File: src/rtl/captura_pkg.sv
// Shared types and key codes for the keypad operand capture block.
package captura_pkg;

   localparam int unsigned DIGIT_W = 4;

   typedef enum logic [1:0] {
      ENTRY_A = 2'd0,
      ENTRY_B = 2'd1,
      DONE    = 2'd2
   } state_e;

   localparam logic [DIGIT_W-1:0] KEY_CLEAR = 4'hA;
   localparam logic [DIGIT_W-1:0] KEY_ENTER = 4'hB;

   // Codes 0-9 are decimal digits; everything else is a command or ignored.
   function automatic logic is_digit(input logic [DIGIT_W-1:0] code);
      return code <= 4'd9;
   endfunction

endpackage

File: src/rtl/captura_operandos_acumulador_digito.sv
// Digit accumulator: BCD shift register, matching binary value and digit count.
module acumulador_digito
   import captura_pkg::*;
#(
   parameter  int unsigned NUM_DIGITS = 3,
   parameter  int unsigned BIN_W      = 10,
   localparam int unsigned BCD_W      = DIGIT_W * NUM_DIGITS,
   localparam int unsigned CNT_W      = $clog2(NUM_DIGITS + 1)
) (
   input  logic               clk,
   input  logic               rst_n,
   input  logic               push_i,
   input  logic [DIGIT_W-1:0] digit_i,
   input  logic               flush_i,
   output logic [BCD_W-1:0]   bcd_o,
   output logic [BIN_W-1:0]   bin_o,
   output logic [CNT_W-1:0]   count_o,
   output logic               full_c_o
);

   localparam int unsigned EXT_W = BIN_W + 4;

   logic [BCD_W-1:0] bcd_q, bcd_d;
   logic [BIN_W-1:0] bin_q, bin_d;
   logic [CNT_W-1:0] cnt_q, cnt_d;
   logic [EXT_W-1:0] bin_ext;

   assign bin_ext  = EXT_W'(bin_q);
   assign full_c_o = (cnt_q == CNT_W'(NUM_DIGITS));

   // Next value: flush wins over push; push shifts a digit in from the right.
   always_comb begin
      bcd_d = bcd_q;
      bin_d = bin_q;
      cnt_d = cnt_q;
      if (flush_i) begin
         bcd_d = '0;
         bin_d = '0;
         cnt_d = '0;
      end else if (push_i && !full_c_o) begin
         bcd_d = BCD_W'({bcd_q, digit_i});
         bin_d = BIN_W'((bin_ext << 3) + (bin_ext << 1) + EXT_W'(digit_i));
         cnt_d = cnt_q + CNT_W'(1);
      end
   end

   // Accumulator registers.
   always_ff @(posedge clk or negedge rst_n) begin
      if (!rst_n) begin
         bcd_q <= '0;
         bin_q <= '0;
         cnt_q <= '0;
      end else begin
         bcd_q <= bcd_d;
         bin_q <= bin_d;
         cnt_q <= cnt_d;
      end
   end

   assign bcd_o   = bcd_q;
   assign bin_o   = bin_q;
   assign count_o = cnt_q;

endmodule

File: src/rtl/captura_operandos.sv
// Keypad operand capture: assembles operands A and B and hands them downstream.
module captura_operandos
   import captura_pkg::*;
#(
   parameter  int unsigned NUM_DIGITS = 3,
   parameter  int unsigned BIN_W      = 10,
   localparam int unsigned BCD_W      = DIGIT_W * NUM_DIGITS,
   localparam int unsigned CNT_W      = $clog2(NUM_DIGITS + 1)
) (
   input  logic               clk,
   input  logic               rst_n,
   input  logic               key_valid,
   input  logic [DIGIT_W-1:0] key_code,
   output logic [BCD_W-1:0]   entry_bcd,
   output logic [CNT_W-1:0]   entry_count,
   output logic               entry_sel,
   output logic               overflow,
   output logic [BCD_W-1:0]   op_a_bcd,
   output logic [BCD_W-1:0]   op_b_bcd,
   output logic [BIN_W-1:0]   op_a_bin,
   output logic [BIN_W-1:0]   op_b_bin,
   output logic               ops_valid,
   input  logic               ops_ready
);

   // The binary width must hold the largest NUM_DIGITS-digit decimal value.
   if ((64'd1 << BIN_W) <= (64'(10 ** NUM_DIGITS) - 64'd1)) begin : g_bin_w_chk
      $error("BIN_W too narrow for NUM_DIGITS decimal digits");
   end

   state_e            state_q, state_d;
   logic              entry_sel_q, entry_sel_d;
   logic              overflow_q, overflow_d;
   logic              ops_valid_q, ops_valid_d;
   logic [BCD_W-1:0]  op_a_bcd_q, op_a_bcd_d;
   logic [BCD_W-1:0]  op_b_bcd_q, op_b_bcd_d;
   logic [BIN_W-1:0]  op_a_bin_q, op_a_bin_d;
   logic [BIN_W-1:0]  op_b_bin_q, op_b_bin_d;

   logic              push_c, flush_c, full_c;
   logic [BCD_W-1:0]  acc_bcd;
   logic [BIN_W-1:0]  acc_bin;
   logic [CNT_W-1:0]  acc_cnt;

   logic              key_digit_c, key_clear_c, key_enter_c, xfer_c;

   assign key_digit_c = key_valid && is_digit(key_code);
   assign key_clear_c = key_valid && (key_code == KEY_CLEAR);
   assign key_enter_c = key_valid && (key_code == KEY_ENTER);
   assign xfer_c      = ops_valid_q && ops_ready;

   acumulador_digito #(
      .NUM_DIGITS (NUM_DIGITS),
      .BIN_W      (BIN_W)
   ) u_acc (
      .clk      (clk),
      .rst_n    (rst_n),
      .push_i   (push_c),
      .digit_i  (key_code),
      .flush_i  (flush_c),
      .bcd_o    (acc_bcd),
      .bin_o    (acc_bin),
      .count_o  (acc_cnt),
      .full_c_o (full_c)
   );

   // State register and all registered outputs.
   always_ff @(posedge clk or negedge rst_n) begin
      if (!rst_n) begin
         state_q     <= ENTRY_A;
         entry_sel_q <= 1'b0;
         overflow_q  <= 1'b0;
         ops_valid_q <= 1'b0;
         op_a_bcd_q  <= '0;
         op_b_bcd_q  <= '0;
         op_a_bin_q  <= '0;
         op_b_bin_q  <= '0;
      end else begin
         state_q     <= state_d;
         entry_sel_q <= entry_sel_d;
         overflow_q  <= overflow_d;
         ops_valid_q <= ops_valid_d;
         op_a_bcd_q  <= op_a_bcd_d;
         op_b_bcd_q  <= op_b_bcd_d;
         op_a_bin_q  <= op_a_bin_d;
         op_b_bin_q  <= op_b_bin_d;
      end
   end

   // Next-state, accumulator control and commit muxing; clear overrides everything.
   always_comb begin
      state_d     = state_q;
      entry_sel_d = entry_sel_q;
      overflow_d  = 1'b0;
      ops_valid_d = ops_valid_q;
      op_a_bcd_d  = op_a_bcd_q;
      op_b_bcd_d  = op_b_bcd_q;
      op_a_bin_d  = op_a_bin_q;
      op_b_bin_d  = op_b_bin_q;
      push_c      = 1'b0;
      flush_c     = 1'b0;

      if (key_clear_c) begin
         state_d     = ENTRY_A;
         entry_sel_d = 1'b0;
         ops_valid_d = 1'b0;
         op_a_bcd_d  = '0;
         op_b_bcd_d  = '0;
         op_a_bin_d  = '0;
         op_b_bin_d  = '0;
         flush_c     = 1'b1;
      end else begin
         unique case (state_q)
            ENTRY_A, ENTRY_B: begin
               if (key_digit_c) begin
                  if (full_c) begin
                     overflow_d = 1'b1;
                  end else begin
                     push_c = 1'b1;
                  end
               end else if (key_enter_c && (acc_cnt != '0)) begin
                  flush_c = 1'b1;
                  if (state_q == ENTRY_A) begin
                     op_a_bcd_d  = acc_bcd;
                     op_a_bin_d  = acc_bin;
                     entry_sel_d = 1'b1;
                     state_d     = ENTRY_B;
                  end else begin
                     op_b_bcd_d  = acc_bcd;
                     op_b_bin_d  = acc_bin;
                     ops_valid_d = 1'b1;
                     state_d     = DONE;
                  end
               end
            end
            DONE: begin
               if (xfer_c) begin
                  ops_valid_d = 1'b0;
                  entry_sel_d = 1'b0;
                  state_d     = ENTRY_A;
               end
            end
            default: begin
               state_d = ENTRY_A;
            end
         endcase
      end
   end

   assign entry_bcd   = acc_bcd;
   assign entry_count = acc_cnt;
   assign entry_sel   = entry_sel_q;
   assign overflow    = overflow_q;
   assign op_a_bcd    = op_a_bcd_q;
   assign op_b_bcd    = op_b_bcd_q;
   assign op_a_bin    = op_a_bin_q;
   assign op_b_bin    = op_b_bin_q;
   assign ops_valid   = ops_valid_q;

endmodule

File: config.mk
export PLATFORM = sky130hd
export DESIGN_NAME = captura_operandos
export DESIGN_NICKNAME = d
export VERILOG_FILES = /design/src/rtl/captura_pkg.sv /design/src/rtl/captura_operandos_acumulador_digito.sv /design/src/rtl/captura_operandos.sv
export SDC_FILE = /design/constraint.sdc
export NUM_CORES = 1
export LEC_CHECK = 0
export ABC_AREA = 1
export CAP_MARGIN = 20
export CORE_MARGIN = 4
export CORE_UTILIZATION = 50
export DETAILED_ROUTE_END_ITERATION = 16
export PLACE_DENSITY_LB_ADDON = 0.05
export SYNTH_ARGS = -nofsm -noshare
export SYNTH_HDL_FRONTEND = slang
export SYNTH_SLANG_ARGS = --single-unit
File: constraint.sdc
create_clock -name clk -period 2.8 [get_ports clk]
set_clock_uncertainty 0.2 [all_clocks]
set_input_delay 0.28 -clock clk [delete_from_list [all_inputs] [get_ports clk]]
set_output_delay 0.28 -clock clk [all_outputs]
set_load 0.05 [all_outputs]
# [After elaboration in Yosys (flattened, before gate mapping)]
# Cells that the tools add are included.
[classes] mux=55 n_addsub=3 n_lt_le_gt_ge=1 n_reduce_logical=20 n_eq_ne=12
[op_table] operator="$mux 12" n=12
[op_table] operator="$mux 10" n=12
[op_table] operator="$mux 1" n=21
[op_table] operator="$ne 3x3->1 const B" n=5
[op_table] operator="$mux 2" n=7
[op_table] operator="$add 10x10->10" n=1
[op_table] operator="$add 10x4->10" n=1
[op_table] operator="$reduce_and 5->1" n=2
[op_table] operator="$reduce_bool 2->1" n=5
[op_table] operator="$eq 4x4->1 const B" n=2
[op_table] operator="$reduce_and 4->1" n=2
[op_table] operator="$logic_and 1x1->1" n=6
[op_table] operator="$eq 2x2->1 const B" n=2
[op_table] operator="$le 4x4->1 const B" n=1
[op_table] operator="$pmux 1 s2" n=2
[op_table] operator="$pmux 2 s2" n=1
[op_table] operator="$reduce_and 3->1" n=1
[op_table] operator="$reduce_bool 3->1" n=1
[op_table] operator="$add 2x1->2 const B" n=1
[op_table] operator="$eq 2x1->1 const B" n=1
[op_table] operator="$logic_not 2->1" n=1
[op_table] operator="$ne 2x1->1 const B" n=1
[op_table] operator="$ne 2x2->1 const B" n=1
[op_table] operator="$reduce_or 2->1" n=1
[op_table] operator="$logic_not 1->1" n=1
[word_totals] out_inout_bits=61 ff_bits=73 word_cells=102 input_bits=8

# [Logic depth before layout (Yosys ltp)]
[logic_depth] ltp_word=8 depth_mapped=11 depth_no_buf=11

# [Modules after synthesis]
# Synthesis repeated with hierarchy kept, for this count alone.
[unflattened] hier_cells=376 area_unflattened_um2=3627.2
[by_module_without_submodules] module="captura_operandos" seq_area_each_um2=1226.2 instances=1 area_each_um2=2214.6 cells_each=216
[by_module_without_submodules] module="acumulador_digito" seq_area_each_um2=575.6 instances=1 area_each_um2=1412.6 cells_each=160

# [Least setup slack after synthesis]
# OpenSTA, ideal clock, no wires.
[synth_timing] kind="flip-flop to flip-flop" start="register u_acc.bcd_o[0] (netlist name)" end="register u_acc.bin_q[6], in the netlist u_acc.bin_o[6]" arrival_ns=1.880 synth_period_minus_slack_ns=2.145 setup_time_ns=0.065 slack_ns=0.655 stages_incl_launch_ff=9 t_required_ns=2.535 n_path_buf=0 path_cell_list="dfrtp_1 -> inv_1 -> fa_1 -> inv_1 -> fa_1 -> a21oi_1 -> xnor2_1 -> nand2_1 -> nand2_1"
[synth_lines] element="end signal: assignment" line="captura_operandos_acumulador_digito.sv:55" source="bin_q <= bin_d;"
[synth_lines] element="end: declaration" line="captura_operandos_acumulador_digito.sv:24" source="logic [BIN_W-1:0] bin_q, bin_d;"

# [Worst setup path after layout]
[layout_timing] start="input key_code[3]" end="register u_acc.bin_q[6], in the netlist u_acc.bin_o[6]"
[layout_via] elab_chain_len=8 elab_cells_between_ends=19 cone_classes="add/sub: 1; order compare: 1; eq/ne: 2; mux: 9; reduce/logical: 6"
[layout_rtl] element="start: declaration" line="captura_operandos.sv:13" source="input logic [DIGIT_W-1:0] key_code,"
[layout_rtl] element="branches (longest 8 deep; another with $le 4x4->1)"
# Parallel ways; which one is timed is not known. The select of a mux whose other input is x is not followed.
# A chain may end at the register's enable or synchronous reset.

==> summary.txt <==
====================================================================================================
Outcome                                                                                    completed
Clock buffer depth                                                                                 2
Proportion of synthesized area in mux cells                                                        0
Data arrival time of the critical path                                                       2460 ps
Final HPWL DP                                                                                5576 um
Site row count                                                                                    30
Antenna diodes                                                                                     0
Clock tree from TritonCTS                                                                        yes
Overflow after GRT                                                                                 0
H-tree Lvls                                                                                        3
Post-route DRC violation count                                                                     0
Total Negative Setup Slacks                                                                     0 ps
Total of fill cells in the finished design                                                       590
Post-CTS Setup Repair Bufs                                                                         0
Cts bufs inserted                                                                                  9
Fraction of layout cells with a size suffix above 1                                          0.07115
Average cell area after synthesis                                                         8.000 um^2
Largest net degree at the start of global routing                                                 47
Finish-stage setup viols                                                                           0
Yosys warns                                                                                        0
Average wire per cell in the routed design                                                  12.74 um
Relative slew margins                                                                         0.3710
Crit Path Category                                                                      input pin to flop
Total die area                                                                             8569 um^2
Actual slew at the worst max-slew pin                                                       943.3 ps
Number of hold-slack violations in the final timing report                                         0
Count of pins on the block boundary                                                               69
Iter 0 DRT Violations                                                                            121
Fraction of the cycle the final worst path needs                                              0.8515
Number of flip-flops and latches in the synthesized netlist                                       70
Post-synthesis cell type count                                                                    22
Proportion of synthesized chip area in sequential cells                                       0.4899
Netlist Area Pre-Place                                                                     3576 um^2
Post-Synth Adder-Cell Area                                                                   0.06718
Max Clk Rate                                                                               419.4 MHz
Slew Viols, Final                                                                                  0
Xor and xnor area share after synthesis                                                     0.007348
Die height                                                                                  92.57 um
Average vias per placed instance                                                               4.755
Number of input and output port buffers inserted                                                  68
Remaining number of nets flagged by the antenna check after routing                                0
Skew-Pair Late Insertion Delay                                                                340 ps
Tot GR Track Use                                                                              0.1997
Maximum fanout encountered on the critical timing path                                             4
DRT Pass-1 Iters                                                                                   5
Gate count after technology mapping                                                              447
Worst Setup Start Kind                                                                     input pin
Post-synth net total                                                                             473
CTS sink count                                                                                    70
Relative area change from synthesis to final layout                                           27.57%
Total via count in the routed design                                                            2929
Wire length of the first global-routing pass                                                13670 um
Kind of path behind the tightest hold check                                             input pin to async pin
Setup repair after global routing missed its margin                                               no
Compound-Gate Fraction of Synth Area                                                         0.08083
Buffer cell driving the clock tree root                                                     clkbuf_8
Clock-pin slew reported for the worst setup and hold paths after clock tree synthesis          80 ps
Final Routed Wirelength                                                                      7847 um
Simple-gate portion of the synthesized area                                                   0.2264
Final critical-path required period                                                          2384 ps
Vias in the first global route                                                                  2857
Number of antenna violations at the first check in global routing                                  0
Nets@finish                                                                                      541
Last weighted congestion value of the routability-driven placer                               0.8545
Width of the die                                                                            92.57 um
Number of max-cap violations                                                                       0
Effective utilization at floorplan                                                            0.5206
Core Footprint                                                                             6869 um^2
Main combinational cell family by area after synthesis                                  simple AND/OR/NAND/NOR gates
Setup crit end kind                                                                             flop
Data required time at the worst endpoint                                                     2880 ps
====================================================================================================
state kept, by name, indices dropped and copies added, names as in the netlist:
name	flops
entry_sel	1
op_a_bcd	12
op_a_bin	9
op_b_bcd	12
op_b_bin	9
ops_valid	1
overflow	1
state_q	2
u_acc.bcd_o	12
u_acc.bin_o	9
u_acc.count_o	2
logic make-up (layout without fill, tap and decap cells):
kind of cell | Yosys count | after routing
and+or+nand+nor | 195 | 195
buffers and inverters | 110 | 183
DFF | 70 | 70
AOI/OAI and AO/OA | 51 | 51
adders and majority gates | 18 | 18
xor gates and xnor gates | 3 | 3
area by class of cell:
class,count,area (um^2),share of cell area
Clock buffer,11,151.4,0.03319
Clock inverter,5,81.33,0.01783
Inverter,91,341.6,0.07488
Multi-Input combinational cell,267,1365,0.2992
Sequential cell,70,1752,0.3840
Tap cell,96,120.1,0.02633
Timing Repair Buffer,76,750.7,0.1646
worst paths after layout:
path	from	end	slack, ps	depth (start not counted)
setup / recovery	key_code[3]	u_acc.bin_o[6]	420	9
max in group asynchronous	rst_n	u_acc.bcd_o[3]	1470	3
setup reg to reg	u_acc.bcd_o[0]	u_acc.bin_o[6]	480	8
hold reg to reg	entry_sel	entry_sel	280	2
min in group clk	entry_sel	entry_sel	280	2
hold / removal	rst_n	op_a_bin[6]	270	2
synthesized netlist by cell type:
library cell | n | area [um^2]
a21oi_1 | 3 | 15.01
nand3_1 | 37 | 185.2
inv_2 | 5 | 18.77
a21oi_4 | 2 | 32.53
o21ai_2 | 2 | 17.52
dfrtp_1 | 70 | 1752
nor2_2 | 1 | 6.260
ha_1 | 16 | 200.2
nand2_1 | 127 | 476.7
nor2_4 | 1 | 11.26
nand3_4 | 1 | 17.52
inv_1 | 86 | 322.8
xnor2_1 | 1 | 8.760
o21ai_0 | 32 | 160.2
o21ai_1 | 11 | 55.05
buf_4 | 9 | 67.56
buf_2 | 10 | 50.05
xor2_1 | 2 | 17.52
nand4_1 | 3 | 18.77
fa_1 | 2 | 40.04
nor2_1 | 25 | 93.84
a21oi_2 | 1 | 8.760
stage by stage:
stage	instance area [um^2]	setup slack, ps	hold slack [ps]	utilization	cells
6_report	4562	415.7	272.0	0.6641	616
5_1_grt	4562	324.4	321.8	0.6641	616
4_1_cts	4562	435.9	290.4	0.6641	616
3_5_place_dp	4319	77.15	124.3	0.6288	599
3_3_place_gp	4319	119.5	116.9	0.6288	599
2_1_floorplan	3576	654.9	-215.6	-	447
metal layers:
layer | GRT usage | wire length, um
met5 | 0 | 0
met4 | 0.07054 | 124
met3 | 0.03899 | 333
met2 | 0.3124 | 3568
met1 | 0.2774 | 3819
worst max-delay path, stage by stage:
cell             delay, ps
clkdlybuf4s50_1        540
inv_2                   80
fa_1                   530
inv_1                   70
fa_1                   490
a21oi_1                210
xnor2_1                140
nand2_1                 60
nand2_1                 70
layout by cell type, fill, tap and decap left out:
| cell | netlist | routed |
|---|---|---|
| clkdlybuf4s50_1 | 0 | 67 |
| xor2_1 | 2 | 2 |
| bufinv_16 | 0 | 2 |
| o21ai_0 | 32 | 32 |
| nor2_2 | 1 | 1 |
| buf_12 | 0 | 1 |
| nand2_1 | 127 | 127 |
| inv_2 | 5 | 5 |
| buf_4 | 9 | 6 |
| a21oi_4 | 2 | 2 |
| clkinvlp_4 | 0 | 1 |
| xnor2_1 | 1 | 1 |
| nand3_1 | 37 | 37 |
| dfrtp_1 | 70 | 70 |
| nand4_1 | 3 | 3 |
| o21ai_1 | 11 | 11 |
| clkbuf_8 | 0 | 11 |
| nand3_4 | 1 | 1 |
| clkinv_2 | 0 | 1 |
| a21oi_2 | 1 | 1 |
| ha_1 | 16 | 16 |
| inv_1 | 86 | 86 |
| nor2_1 | 25 | 25 |
| fa_1 | 2 | 2 |
| dlygate4sd3_1 | 0 | 1 |
| a21oi_1 | 3 | 3 |
| o21ai_2 | 2 | 2 |
| clkinv_4 | 0 | 1 |
| nor2_4 | 1 | 1 |
| buf_2 | 10 | 1 |
what timing repair did:
item	CTS	global route
hold buffers	1	0
resized for setup	0	0
hold endpoints to repair	24	0
Power is not shown: default switching activity piles up to over one toggle a cycle in this logic, so the estimate is an artifact.
==> RTL edit 1: new RTL, same settings <==
Put a register stage on the output `entry_count`, cleared by the reset. The value now appears one clock later. The other outputs are not delayed to match.
--- a/src/rtl/captura_operandos.sv
+++ b/src/rtl/captura_operandos.sv
@@ -148,7 +148,13 @@
    end
 
    assign entry_bcd   = acc_bcd;
-   assign entry_count = acc_cnt;
+   always_ff @(posedge clk or negedge rst_n) begin
+      if (!rst_n) begin
+         entry_count <= '0;
+      end else begin
+         entry_count <= acc_cnt;
+      end
+   end
    assign entry_sel   = entry_sel_q;
    assign overflow    = overflow_q;
    assign op_a_bcd    = op_a_bcd_q;
Behaviour: not the same (Yosys sat finds a counterexample within 4 cycles, from zero or initial values and one cycle with rst_n low).
==> RTL edit 1 against the unedited design <==
Routed wire length decreased by 0.42%. Cell area is 1.8% higher. Synthesized area up 1.4%. Worst setup slack better by 0.011 ns. Sequential cell count is 2 higher. Critical path type unchanged.
Power is left out: the tool's default activity adds up to more than one toggle a clock period on the data nets, which glitch-free logic cannot reach.
==> RTL edit 1: results (changes against the unedited design) <==
The tools report the global routing usage summed across all routing layers as 19.8% (-0.14 points). The tree is rooted in a sky130_fd_sc_hd__clkbuf_8. The first-pass GRT wire length came out at 13.8 mm (+0.71%).

The synthesized-area fraction occupied by xor and xnor cells works out to 0.725% (-0.010 points). The flow ran to the end, and the final reports show no timing, DRC or antenna violations. The setup fix buffers added after clock tree synthesis is 0 (unchanged), and the via count is 2938 (+0.31%). In this run the critical register-to-register path is captured at u_acc.bin_o[6]$_DFFE_PN0P_.

The count of cells along the worst register-to-register path was 8 (unchanged). Top flip-flop cell by instance count after synthesis: sky130_fd_sc_hd__dfrtp_1. Placed cell area: 0.00437 sq mm (+1.2%).

After synthesis, the cell types taking the most area are sky130_fd_sc_hd__dfrtp_1, sky130_fd_sc_hd__nand2_1, sky130_fd_sc_hd__inv_1, sky130_fd_sc_hd__ha_1, sky130_fd_sc_hd__nand3_1. The number of search-and-repair iterations in the first detailed-routing pass is 5 (unchanged), and the number of global-route vias before repair is 2868 (+0.39%). The logs give 475 (+0.42%) for the post-synth net total and 3.22% (-0.68 points) for the global routing met3 resource utilization. The run gives 601 (+0.33%) as the count of placed standard cells including taps.

The run gives 543 (+0.37%) as the final layout net count. For the global-route met2 utilization, the log shows 31.5% (+0.26 points). The ratio of cells with drive above 1 in the final layout was 7.09% (-0.027 points); the routability congestion estimate from global placement was 0.839 (-1.9%). In the synthesized netlist, the cells that appear most often are sky130_fd_sc_hd__nand2_1, sky130_fd_sc_hd__inv_1, sky130_fd_sc_hd__dfrtp_1. The slew at the pin closest to its max-slew limit works out to 0.950 ns (+0.00700 ns).

The run gives 449 (+0.45%) as the gate count of the mapped netlist. The area share of fa/ha/maj cells after synthesis is 6.63% (-0.093 points). Final wirelength: 7.81 mm (-0.42%). The tools report the number of design-rule violations left by the first detailed-router iteration as 131 (+8.3%). The post-detailed-route via-to-cell ratio was 4.75 (about the same). For the HPWL reported at the end of detailed placement, the log shows 5.52 mm (-0.98%). The synthesized-area fraction occupied by ao, oa, aoi and oai cells is 7.97% (-0.11 points).
RTL edit 1: cell types whose count changed after synthesis:
cell and change:
sky130_fd_sc_hd__dfrtp_1 +2, sky130_fd_sc_hd__o21ai_0 -10, sky130_fd_sc_hd__o21ai_1 +10
RTL edit 1: routing by layer:
metal  wire, microns  vias up
met5               0        -
met4              57        0
met3             415        6
met2            3610       81
met1            3730     1350
li1                -     1501
RTL edit 1: final cells by class:
| type | count | area [sq um] |
|---|---|---|
| Multi-Input combinational cell | 267 | 1370 |
| Fill cell | 620 | 2260 |
| Clock inverter | 7 | 143 |
| Timing Repair Buffer | 76 | 751 |
| Clock buffer | 9 | 124 |
| Tap cell | 96 | 120 |
| Sequential cell | 72 | 1800 |
| Inverter | 91 | 342 |
RTL edit 1: cells by family after synthesis:
family / Yosys count
buffers and inverters: 110
XOR/XNOR: 3
flip-flops: 72
AND/OR/NAND/NOR: 195
adder cells (fa/ha/maj): 18
AO/OA/AOI/OAI: 51
RTL edit 1: through the flow:
step | hold WS [ns] | worst slack (ns) | utilization [%]
3_5_place_dp | 0.146 | 0.0630 | 63.3
2_1_floorplan | -0.216 | 0.655 | -
5_1_grt | 0.282 | 0.304 | 67.3
3_3_place_gp | 0.142 | 0.0901 | 63.3
4_1_cts | 0.257 | 0.430 | 67.3
6_report | 0.254 | 0.427 | 67.3
RTL edit 1: timing repair:
action | in CTS | in global routing
hold buffers | 1 | 0
resized for setup | 0 | 0
hold endpoints to repair | 27 | 0
endpoints found under the setup margin | 0 | 0
==> RTL edit 2: new RTL, same flow settings <==
Without the edit above. `BIN_W` is set to 10 in 2 places; all go to 11.
--- a/src/rtl/captura_operandos_acumulador_digito.sv
+++ b/src/rtl/captura_operandos_acumulador_digito.sv
@@ -3,7 +3,7 @@
    import captura_pkg::*;
 #(
    parameter  int unsigned NUM_DIGITS = 3,
-   parameter  int unsigned BIN_W      = 10,
+   parameter  int unsigned BIN_W      = 11,
    localparam int unsigned BCD_W      = DIGIT_W * NUM_DIGITS,
    localparam int unsigned CNT_W      = $clog2(NUM_DIGITS + 1)
 ) (
--- a/src/rtl/captura_operandos.sv
+++ b/src/rtl/captura_operandos.sv
@@ -3,7 +3,7 @@
    import captura_pkg::*;
 #(
    parameter  int unsigned NUM_DIGITS = 3,
-   parameter  int unsigned BIN_W      = 10,
+   parameter  int unsigned BIN_W      = 11,
    localparam int unsigned BCD_W      = DIGIT_W * NUM_DIGITS,
    localparam int unsigned CNT_W      = $clog2(NUM_DIGITS + 1)
 ) (
Interface: changed (resized op_a_bin and op_b_bin); port bits go from 69 to 71. No check against the original RTL was run, so the function may have changed too.
==> RTL edit 2 against the unedited design <==
Worst setup slack got worse by 0.032 ns. Cell area decreased by 0.85%. Routed wire length increased by 0.99%. Sequential cell count increased by 3. Final cell count decreased by 6.7%. Global-route usage increased by 0.36 points. Synthesized area increased by 0.35%. Largest cell class unchanged. Highest routed layer unchanged.
==> RTL edit 2: results (changes against the unedited design) <==
The non-filler instance count after layout is 575 (-6.7%). The number of filler cells placed in the layout came out at 596 (+1.0%). For the global routing usage summed across all routing layers, the log shows 20.3% (+0.36 points). The post-synthesis area per instance came out at 8.84 sq um (+10%).

The met1 wire length is 3.73 mm (-2.4%). The tools report the final layout net count as 503 (-7.0%). The run gives 0.0149 ns (-0.0623 ns) as the worst setup timing slack at the placement stage. The path type of the worst min-delay path was reg -> reg.

For the number of search-and-repair iterations in the first detailed-routing pass, the log shows 4 (-1). The synthesized-area fraction occupied by ao, oa, aoi and oai cells works out to 10.5% (+2.4 points). The tools report the final wirelength as 7.93 mm (+0.99%). The flow ran to the end, and the final reports show no timing, DRC or antenna violations.

The first-pass GRT wire length was 14.0 mm (+2.4%); the part of the Yosys area used for sequential elements was 50.9% (+1.9 points). The endpoint arrival time on the critical path was 2.44 ns (-0.02 ns). The maximum number of pins on one net before global-route repair is 46 (-2.1%), and the number of design-rule violations left by the first detailed-router iteration is 174 (+44%). The biggest fanout along the worst timing path was 3 (-1). The area share of fa/ha/maj cells after synthesis is 7.39% (+0.67 points), and the post-detailed-route via-to-cell ratio is 4.99 (+4.9%).

The count of different cell masters after synthesis came out at 24 (+9.1%). For the number of global-route vias before repair, the log shows 2900 (+1.5%). Count of placed standard cells including taps: 559 (-6.7%). The routability congestion estimate from global placement is 0.827 (-3.2%), and the detailed route wirelength on metal3 is 460 microns (+38%).
RTL edit 2: changes by cell type after synthesis, sizes merged, moves of 2 or more:
| cell | delta |
|---|---|
| dfrtp | +3 |
| ha | +2 |
| nand2 | +19 |
| inv | -55 |
| a21oi | -2 |
| o21ai | +10 |
| nor2 | -21 |
RTL edit 2: routing by layer:
layer | up-vias | global-route usage [%]
li1 | 1444 | -
met3 | 10 | 3.66
met2 | 73 | 32.0
met1 | 1342 | 28.8
met4 | 0 | 6.11
met5 | - | 0
RTL edit 2: path summary, 6_finish.rpt:
kind                                            start                           to  slack (ns)  cells past startpoint
setup / recovery                          key_code[3]  u_acc.bin_o[10]$_DFFE_PN0P_        0.38                     12
hold / removal                op_a_bin[9]$_DFFE_PN0P_      op_a_bin[9]$_DFFE_PN0P_        0.28                      2
setup reg to reg           u_acc.bin_o[2]$_DFFE_PN0P_  u_acc.bin_o[10]$_DFFE_PN0P_        0.42                     11
hold reg to reg               op_a_bin[9]$_DFFE_PN0P_      op_a_bin[9]$_DFFE_PN0P_        0.28                      2
max in group asynchronous                       rst_n   u_acc.bcd_o[4]$_DFFE_PN0P_        1.41                      3
min in group asynchronous                       rst_n      op_b_bin[6]$_DFFE_PN0P_        0.31                      2
RTL edit 2: where the power goes:
part | internal (mW) | switching, mW
registers | 1.45 | 0.338
logic | 1.15 | 2.22
clock network | 0.402 | 0.384
RTL edit 2: cell families after synthesis:
family / count (synthesis)
flip-flops: 73
adder cells (fa/ha/maj): 20
AND/OR/NAND/NOR: 195
AO/OA/AOI/OAI: 59
XOR/XNOR: 3
buffers and inverters: 56
RTL edit 2: layout make-up:
| class | instances | share of cell area [%] |
|---|---|---|
| tap | 96 | 2.66 |
| inverter | 36 | 2.99 |
| sequential | 73 | 40.4 |
| timing repair buffer | 78 | 17.0 |
| clock inverter | 6 | 1.33 |
| clock buffer | 9 | 2.74 |
| multi-input combinational | 277 | 32.9 |
RTL edit 2: worst max-delay path, cell delays in order:
cell and delay, ns:
sky130_fd_sc_hd__clkdlybuf4s50_1 0.50, sky130_fd_sc_hd__inv_1 0.09, sky130_fd_sc_hd__fa_1 0.53, sky130_fd_sc_hd__fa_1 0.47
sky130_fd_sc_hd__inv_1 0.07, sky130_fd_sc_hd__nand3_1 0.06, sky130_fd_sc_hd__nand2_1 0.12, sky130_fd_sc_hd__nand2_1 0.08
sky130_fd_sc_hd__nand2_1 0.07, sky130_fd_sc_hd__nand2_1 0.06, sky130_fd_sc_hd__nand3_1 0.06, sky130_fd_sc_hd__nand2_1 0.05
RTL edit 2: per-stage QoR:
step | utilization [%] | cell area (sq um)
2_1_floorplan | - | 3590
3_3_place_gp | 63.0 | 4330
3_5_place_dp | 63.0 | 4330
4_1_cts | 65.8 | 4520
5_1_grt | 65.8 | 4520
6_report | 65.8 | 4520
